**src/rtl/tri_port_regfile_ctrl_pkg.sv**
```systemverilog
// rtl/tri_port_regfile_ctrl_pkg.sv - shared state encoding, op codes and response defaults
package tri_port_regfile_ctrl_pkg;

  typedef enum logic [2:0] {
    ST_IDLE,
    ST_CAM,
    ST_CAM_CHK,
    ST_WRITE,
    ST_READ,
    ST_READ_CHK,
    ST_RESP
  } ctrl_state_t;

  localparam logic OP_LOOKUP = 1'b0;
  localparam logic OP_READ   = 1'b1;

  localparam logic RESP_HIT_DEFAULT   = 1'b0;
  localparam logic RESP_EVICT_DEFAULT = 1'b0;
  localparam logic RESP_ERROR_DEFAULT = 1'b0;

endpackage

```
**src/rtl/find_first_one_decoded.sv**
```systemverilog
// rtl/find_first_one_decoded.sv - one-hot select of the lowest set bit of a vector
module find_first_one_decoded #(
  parameter int WIDTH = 4
) (
  input  logic [WIDTH-1:0] vec,
  output logic [WIDTH-1:0] onehot
);

  // Two's complement isolates the lowest set bit; an all-zero input yields zero.
  assign onehot = vec & (-vec);

endmodule

```
**src/rtl/tri_port_regfile_ctrl.sv**
```systemverilog
// rtl/tri_port_regfile_ctrl.sv - lookup-or-insert / read-by-index sequencer for a tri-port regfile tag store
module tri_port_regfile_ctrl
  import tri_port_regfile_ctrl_pkg::*;
#(
  parameter int SINGLE_ENTRY_SIZE_IN_BITS = 8,
  parameter int NUMBER_ENTRY              = 4
) (
  input  logic                                 clk_in,
  input  logic                                 reset_in,
  input  logic                                 req_valid_in,
  output logic                                 req_ready_out,
  input  logic                                 req_op_in,
  input  logic [SINGLE_ENTRY_SIZE_IN_BITS-1:0] req_key_in,
  input  logic [NUMBER_ENTRY-1:0]              req_index_decoded_in,
  output logic                                 resp_valid_out,
  input  logic                                 resp_ready_in,
  output logic                                 resp_hit_out,
  output logic                                 resp_evict_out,
  output logic                                 resp_error_out,
  output logic [NUMBER_ENTRY-1:0]              resp_index_decoded_out,
  output logic [SINGLE_ENTRY_SIZE_IN_BITS-1:0] resp_data_out,
  output logic                                 rf_read_en_out,
  output logic                                 rf_write_en_out,
  output logic                                 rf_cam_en_out,
  output logic [NUMBER_ENTRY-1:0]              rf_read_entry_addr_decoded_out,
  output logic [NUMBER_ENTRY-1:0]              rf_write_entry_addr_decoded_out,
  output logic [SINGLE_ENTRY_SIZE_IN_BITS-1:0] rf_cam_entry_out,
  output logic [SINGLE_ENTRY_SIZE_IN_BITS-1:0] rf_write_entry_out,
  input  logic [SINGLE_ENTRY_SIZE_IN_BITS-1:0] rf_read_entry_in,
  input  logic [NUMBER_ENTRY-1:0]              rf_cam_result_decoded_in,
  input  logic [NUMBER_ENTRY-1:0]              rf_entry_valid_flatted_in
);

  localparam int W = SINGLE_ENTRY_SIZE_IN_BITS;
  localparam int N = NUMBER_ENTRY;

  ctrl_state_t  state;
  logic [N-1:0] rr_ptr;
  logic [W-1:0] key_q;
  logic [N-1:0] idx_q;
  logic [N-1:0] victim_q;
  logic         evict_q;
  logic         ready_q;

  logic         rf_read_en_q, rf_write_en_q, rf_cam_en_q;
  logic [N-1:0] rf_read_addr_q, rf_write_addr_q;
  logic [W-1:0] rf_cam_entry_q, rf_write_entry_q;

  logic         resp_valid_q, resp_hit_q, resp_evict_q, resp_error_q;
  logic [N-1:0] resp_index_q;
  logic [W-1:0] resp_data_q;

  logic [N-1:0] idx_norm, hits, hit_sel, free_sel;
  logic         rd_err;

  assign hits   = rf_cam_result_decoded_in & rf_entry_valid_flatted_in;
  // A zero index also lands here, since its normalised form masks to nothing.
  assign rd_err = (idx_norm & rf_entry_valid_flatted_in) == '0;

  find_first_one_decoded #(.WIDTH(N)) u_ffo_idx  (.vec(req_index_decoded_in),       .onehot(idx_norm));
  find_first_one_decoded #(.WIDTH(N)) u_ffo_hit  (.vec(hits),                       .onehot(hit_sel));
  find_first_one_decoded #(.WIDTH(N)) u_ffo_free (.vec(~rf_entry_valid_flatted_in), .onehot(free_sel));

  always_ff @(posedge clk_in) begin
    if (reset_in) begin
      state            <= ST_IDLE;
      rr_ptr           <= N'(1);
      key_q            <= '0;
      idx_q            <= '0;
      victim_q         <= '0;
      evict_q          <= 1'b0;
      ready_q          <= 1'b1;
      rf_read_en_q     <= 1'b0;
      rf_write_en_q    <= 1'b0;
      rf_cam_en_q      <= 1'b0;
      rf_read_addr_q   <= '0;
      rf_write_addr_q  <= '0;
      rf_cam_entry_q   <= '0;
      rf_write_entry_q <= '0;
      resp_valid_q     <= 1'b0;
      resp_hit_q       <= RESP_HIT_DEFAULT;
      resp_evict_q     <= RESP_EVICT_DEFAULT;
      resp_error_q     <= RESP_ERROR_DEFAULT;
      resp_index_q     <= '0;
      resp_data_q      <= '0;
    end else begin
      // Regfile strobes are single-cycle: set on entry to the state that owns them.
      rf_read_en_q     <= 1'b0;
      rf_write_en_q    <= 1'b0;
      rf_cam_en_q      <= 1'b0;
      rf_read_addr_q   <= '0;
      rf_write_addr_q  <= '0;
      rf_cam_entry_q   <= '0;
      rf_write_entry_q <= '0;
      case (state)
        ST_IDLE: begin
          if (req_valid_in) begin
            ready_q <= 1'b0;
            key_q   <= req_key_in;
            idx_q   <= idx_norm;
            if (req_op_in == OP_LOOKUP) begin
              state          <= ST_CAM;
              rf_cam_en_q    <= 1'b1;
              rf_cam_entry_q <= req_key_in;
            end else if (rd_err) begin
              state        <= ST_RESP;
              resp_valid_q <= 1'b1;
              resp_hit_q   <= RESP_HIT_DEFAULT;
              resp_evict_q <= RESP_EVICT_DEFAULT;
              resp_error_q <= 1'b1;
              resp_index_q <= '0;
              resp_data_q  <= '0;
            end else begin
              state          <= ST_READ;
              rf_read_en_q   <= 1'b1;
              rf_read_addr_q <= idx_norm;
            end
          end
        end
        ST_CAM: state <= ST_CAM_CHK;
        ST_CAM_CHK: begin
          if (hits != '0) begin
            state        <= ST_RESP;
            resp_valid_q <= 1'b1;
            resp_hit_q   <= 1'b1;
            resp_evict_q <= RESP_EVICT_DEFAULT;
            resp_error_q <= RESP_ERROR_DEFAULT;
            resp_index_q <= hit_sel;
            resp_data_q  <= '0;
          end else begin
            state            <= ST_WRITE;
            rf_write_en_q    <= 1'b1;
            rf_write_entry_q <= key_q;
            if (free_sel != '0) begin
              rf_write_addr_q <= free_sel;
              victim_q        <= free_sel;
              evict_q         <= 1'b0;
            end else begin
              rf_write_addr_q <= rr_ptr;
              victim_q        <= rr_ptr;
              evict_q         <= 1'b1;
              rr_ptr          <= {rr_ptr[N-2:0], rr_ptr[N-1]};
            end
          end
        end
        ST_WRITE: begin
          state        <= ST_RESP;
          resp_valid_q <= 1'b1;
          resp_hit_q   <= RESP_HIT_DEFAULT;
          resp_evict_q <= evict_q;
          resp_error_q <= RESP_ERROR_DEFAULT;
          resp_index_q <= victim_q;
          resp_data_q  <= '0;
        end
        ST_READ: state <= ST_READ_CHK;
        ST_READ_CHK: begin
          state        <= ST_RESP;
          resp_valid_q <= 1'b1;
          resp_hit_q   <= RESP_HIT_DEFAULT;
          resp_evict_q <= RESP_EVICT_DEFAULT;
          resp_error_q <= RESP_ERROR_DEFAULT;
          resp_index_q <= idx_q;
          resp_data_q  <= rf_read_entry_in;
        end
        ST_RESP: begin
          if (resp_ready_in) begin
            state        <= ST_IDLE;
            ready_q      <= 1'b1;
            resp_valid_q <= 1'b0;
            resp_hit_q   <= RESP_HIT_DEFAULT;
            resp_evict_q <= RESP_EVICT_DEFAULT;
            resp_error_q <= RESP_ERROR_DEFAULT;
            resp_index_q <= '0;
            resp_data_q  <= '0;
          end
        end
        default: state <= ST_IDLE;
      endcase
    end
  end

  // Reset must silence every output in the very cycle it is raised, including a pending write.
  logic live;
  assign live = ~reset_in;

  assign req_ready_out                   = ready_q & live;
  assign resp_valid_out                  = resp_valid_q & live;
  assign resp_hit_out                    = resp_hit_q & live;
  assign resp_evict_out                  = resp_evict_q & live;
  assign resp_error_out                  = resp_error_q & live;
  assign resp_index_decoded_out          = resp_index_q & {N{live}};
  assign resp_data_out                   = resp_data_q & {W{live}};
  assign rf_read_en_out                  = rf_read_en_q & live;
  assign rf_write_en_out                 = rf_write_en_q & live;
  assign rf_cam_en_out                   = rf_cam_en_q & live;
  assign rf_read_entry_addr_decoded_out  = rf_read_addr_q & {N{live}};
  assign rf_write_entry_addr_decoded_out = rf_write_addr_q & {N{live}};
  assign rf_cam_entry_out                = rf_cam_entry_q & {W{live}};
  assign rf_write_entry_out              = rf_write_entry_q & {W{live}};

endmodule

```
**config.mk**
```make
export PLATFORM = sky130hd
export DESIGN_NAME = tri_port_regfile_ctrl
export DESIGN_NICKNAME = d
export VERILOG_FILES = /design/src/rtl/tri_port_regfile_ctrl_pkg.sv /design/src/rtl/find_first_one_decoded.sv /design/src/rtl/tri_port_regfile_ctrl.sv
export SDC_FILE = /design/constraint.sdc
export NUM_CORES = 1
export LEC_CHECK = 0
export BUFFER_PORTS_ARGS = -buffer_cell sky130_fd_sc_hd__clkbuf_2
export CORE_MARGIN = 5
export CORE_UTILIZATION = 53
export DETAILED_ROUTE_END_ITERATION = 10
export GPL_ROUTABILITY_DRIVEN = 0
export PLACE_DENSITY = 0.8
export SLEW_MARGIN = 20
export SYNTH_ARGS = -nofsm -noshare
export SYNTH_HDL_FRONTEND = slang
export SYNTH_HIERARCHICAL = 1
export SYNTH_SLANG_ARGS = --single-unit
```
**constraint.sdc**
```tcl
create_clock -name clk_in -period 4.61 [get_ports clk_in]
set_clock_uncertainty 0.15 [all_clocks]
set_input_delay 0.461 -clock clk_in [delete_from_list [all_inputs] [get_ports clk_in]]
set_output_delay 0.461 -clock clk_in [all_outputs]
set_load 0.01 [all_outputs]
```
==> impl_results.md <==
- Top_reg_cell synth: dfxtp_1
- R2R Path End: resp_index_q[1]
- CTS max path bufs: 2
- Post-synth EDFFs: 0
- Cell count after synthesis: approximately 330
- Synth area leaders: dfxtp_1 47%, nor2b_1 7.9%, nand2_1 5.3%
- Wire per inst: 13.1 microns
- Vias per Instance: 5.08
- Post-synth top cells: 68 x dfxtp_1, 41 x nand2_1, 37 x nor2b_1, 24 x and2_1, 23 x a21oi_1
- Total core area: 5440 sq um
- Antenna violations before repair: 0
- Grt met3 use: about 5.2%
- LEAKAGE: 0.00157 uW
- Share of cells above drive strength 1: 27.9%
- Clk slew on worst S/H paths: 0.07 ns
- Worst Path Required: 4.68 ns
- Post-Place Cell Area: 3290 sq um
- Worst Path Max Fanout: 19
- Worst r2r path cells: 4
- Net Count, Synth: around 370
- Yosys warning count: 6
- CP Capture Type: register
- Largest area contributor in the netlist: dfxtp_1
- Worst flop-to-flop path startpoint: state[0]
- Yosys top cell area share: 46.6%
- DIE AREA: about 7100 sq um
- Min-Delay Path Class: input port to register
- TNS Setup: 0 ns
- IO buf count: 76
- CTS resizes: 0
- Vias in the first global route: 2,289
- # rows: 27
- CTS tree: yes
- H-tree levels: 3
- 1st-iter DRT viols: 176
- Worst-margin pin slew: between 0.8 and 0.9 ns
- Total CTS buffers: 9
- Clk_lat worst skew: 0.33 ns
- Met2 Use GR: between 30% and 40%
- Most frequent cell after synthesis: dfxtp_1
- Diodes inserted: 0
- GRT Total Usage: between 10% and 20%
- Routed Antenna Nets: 0
- Hold Vio Cnt, Final: 0
- Via count: around 2,400
- CTS Hold Bufs: 0
- Initial core utilization: 53.7%
- Router iterations before antenna repair: 4
- Hold depth: 3
- Chip width: 84.3 microns
- Global-route wire length before repair: between 10,000 and 15,000 microns
- GR Util met1: a little under a quarter
- Hold EP: resp_data_q[4]
- Layout area overhead: 19.7%
- WP data arrival: 2.96 ns
- Mapped cell area: 2920 sq um
- Maxcap violations: 0
- Peak VDD IR: 281 uV
- Seq cells post-synth: 68
- IO Count: 77
- Final period utilization: a little over three fifths
- Post-Syn Area per Cell: 8.78 sq um
- Setup bufs post-CTS: 0
- Sequential area share after synthesis: a little under half
- FFs w/ async S/R, synth: 0%
- Reg2Reg Setup Slack: approximately 1.7 ns
- Die height: 84.3 microns
- Status: completed
- Worst Path Class, Setup: register to register
- Slew margin rel.: 42.4%
- Hpwl dp: 4610 microns
- Final max-slew violation count: 0
- Post-route minimum period: 2.89 ns
- DRC viols: 0
- Final design area excluding fillers: 3500 sq um
- Pin count of the biggest net entering global routing: between 40 and 50
- Final #Nets: 431
- Power Density: 381 nW/um^2
- Max Clock Freq: between 300 and 400 MHz
- RSZ-0062 raised after global routing: no
- Root Buffer: clkbuf_8
- GRT Max-Usage Layer: met2
- Total Wirelength: 6200 microns
- Endpoints failing setup: 0
- Count of cell types in the netlist: 38
- Overflow after GRT: 0
- Total clock sinks: 68
- Startpoint types: register
- Worst hold start: rf_read_entry_in[4]
==> registers in the layout, summed over array words and instances, names as in the netlist, 3 cells and up <==
signal,cells
rf_write_entry_q,8
rf_write_addr_q,4
rf_read_addr_q,4
victim_q,4
resp_index_q,4
idx_q,4
key_q,8
rf_cam_entry_q,8
state,3
rr_ptr,4
resp_data_q,8
==> worst max-delay path by stage <==
| stage | endpoint | start | cells past startpoint | slack (ns) |
|---|---|---|---|---|
| CTS | resp_index_q[1] | state[0] | 4 | 1.72 |
| detailed placement | resp_index_q[1] | req_valid_in | 5 | 1.71 |
| finish | resp_index_q[1] | state[0] | 4 | 1.72 |
| global placement | resp_index_q[0] | req_valid_in | 5 | 1.83 |
| floorplan | rr_ptr[0] | rf_entry_valid_flatted_in[0] | 5 | 2.47 |
| global route | resp_index_q[1] | state[0] | 4 | 1.49 |
==> layer usage <==
metal	routed length (microns)	up-vias
met4	88	0
met3	359	13
met1	2700	1095
met5	0	-
li1	-	1231
met2	3050	68
==> cell usage in the layout, fill, tap and decap left out, types with 7 or more instances in the layout <==
cell / n
clkbuf_8: 12
nand2b_1: 11
a22oi_1: 7
nor2_1: 17
nor2b_1: 37
dfxtp_1: 68
and2_1: 24
mux2_2: 10
nand2_1: 41
clkbuf_2: 76
inv_1: 17
o21ai_0: 10
a21oi_1: 23
==> cell type report <==
type | count | area [sq um]
clock buffer | 12 | 165
clock inverter | 3 | 45.0
fill | 461 | 1940
inverter | 17 | 63.8
multi-input combinational | 225 | 1390
sequential | 68 | 1360
tap | 72 | 90.1
timing repair buffer | 77 | 388
==> metrics by stage <==
step	utilization (%)	power, uW	std cells	setup slack [ns]	hold WS (ns)
after detailed placement	60.5	843	459	1.71	0.291
final	64.3	1330	474	1.72	0.169
after CTS	64.3	1340	474	1.72	0.164
after global placement	60.5	835	459	1.83	0.287
after floorplan	-	798	333	2.47	0.280
after global routing	64.3	1400	474	1.49	0.158
==> where the power goes <==
| group | total, uW | switching, uW | internal, uW | leakage, uW |
|---|---|---|---|---|
| Sequential | 648 | 29.5 | 619 | 0.000551 |
| Combinational | 181 | 105 | 76.6 | 0.000914 |
| Clock | 504 | 213 | 291 | 0.000101 |
==> worst max-delay path, stage by stage, from the launching register on <==
cell,delay (ns)
dfxtp_1,0.53
nor4b_4,0.71
a311oi_1,0.27
nor4_4,0.70
mux2_2,0.41
==> kinds of logic after synthesis <==
logic type,synth area share (%)
simple gates,31.6
flops,46.6
compound gates,11.6
buf+inv,5.99
mux,4.20
Note: power is estimated with default switching activity, not from simulation.
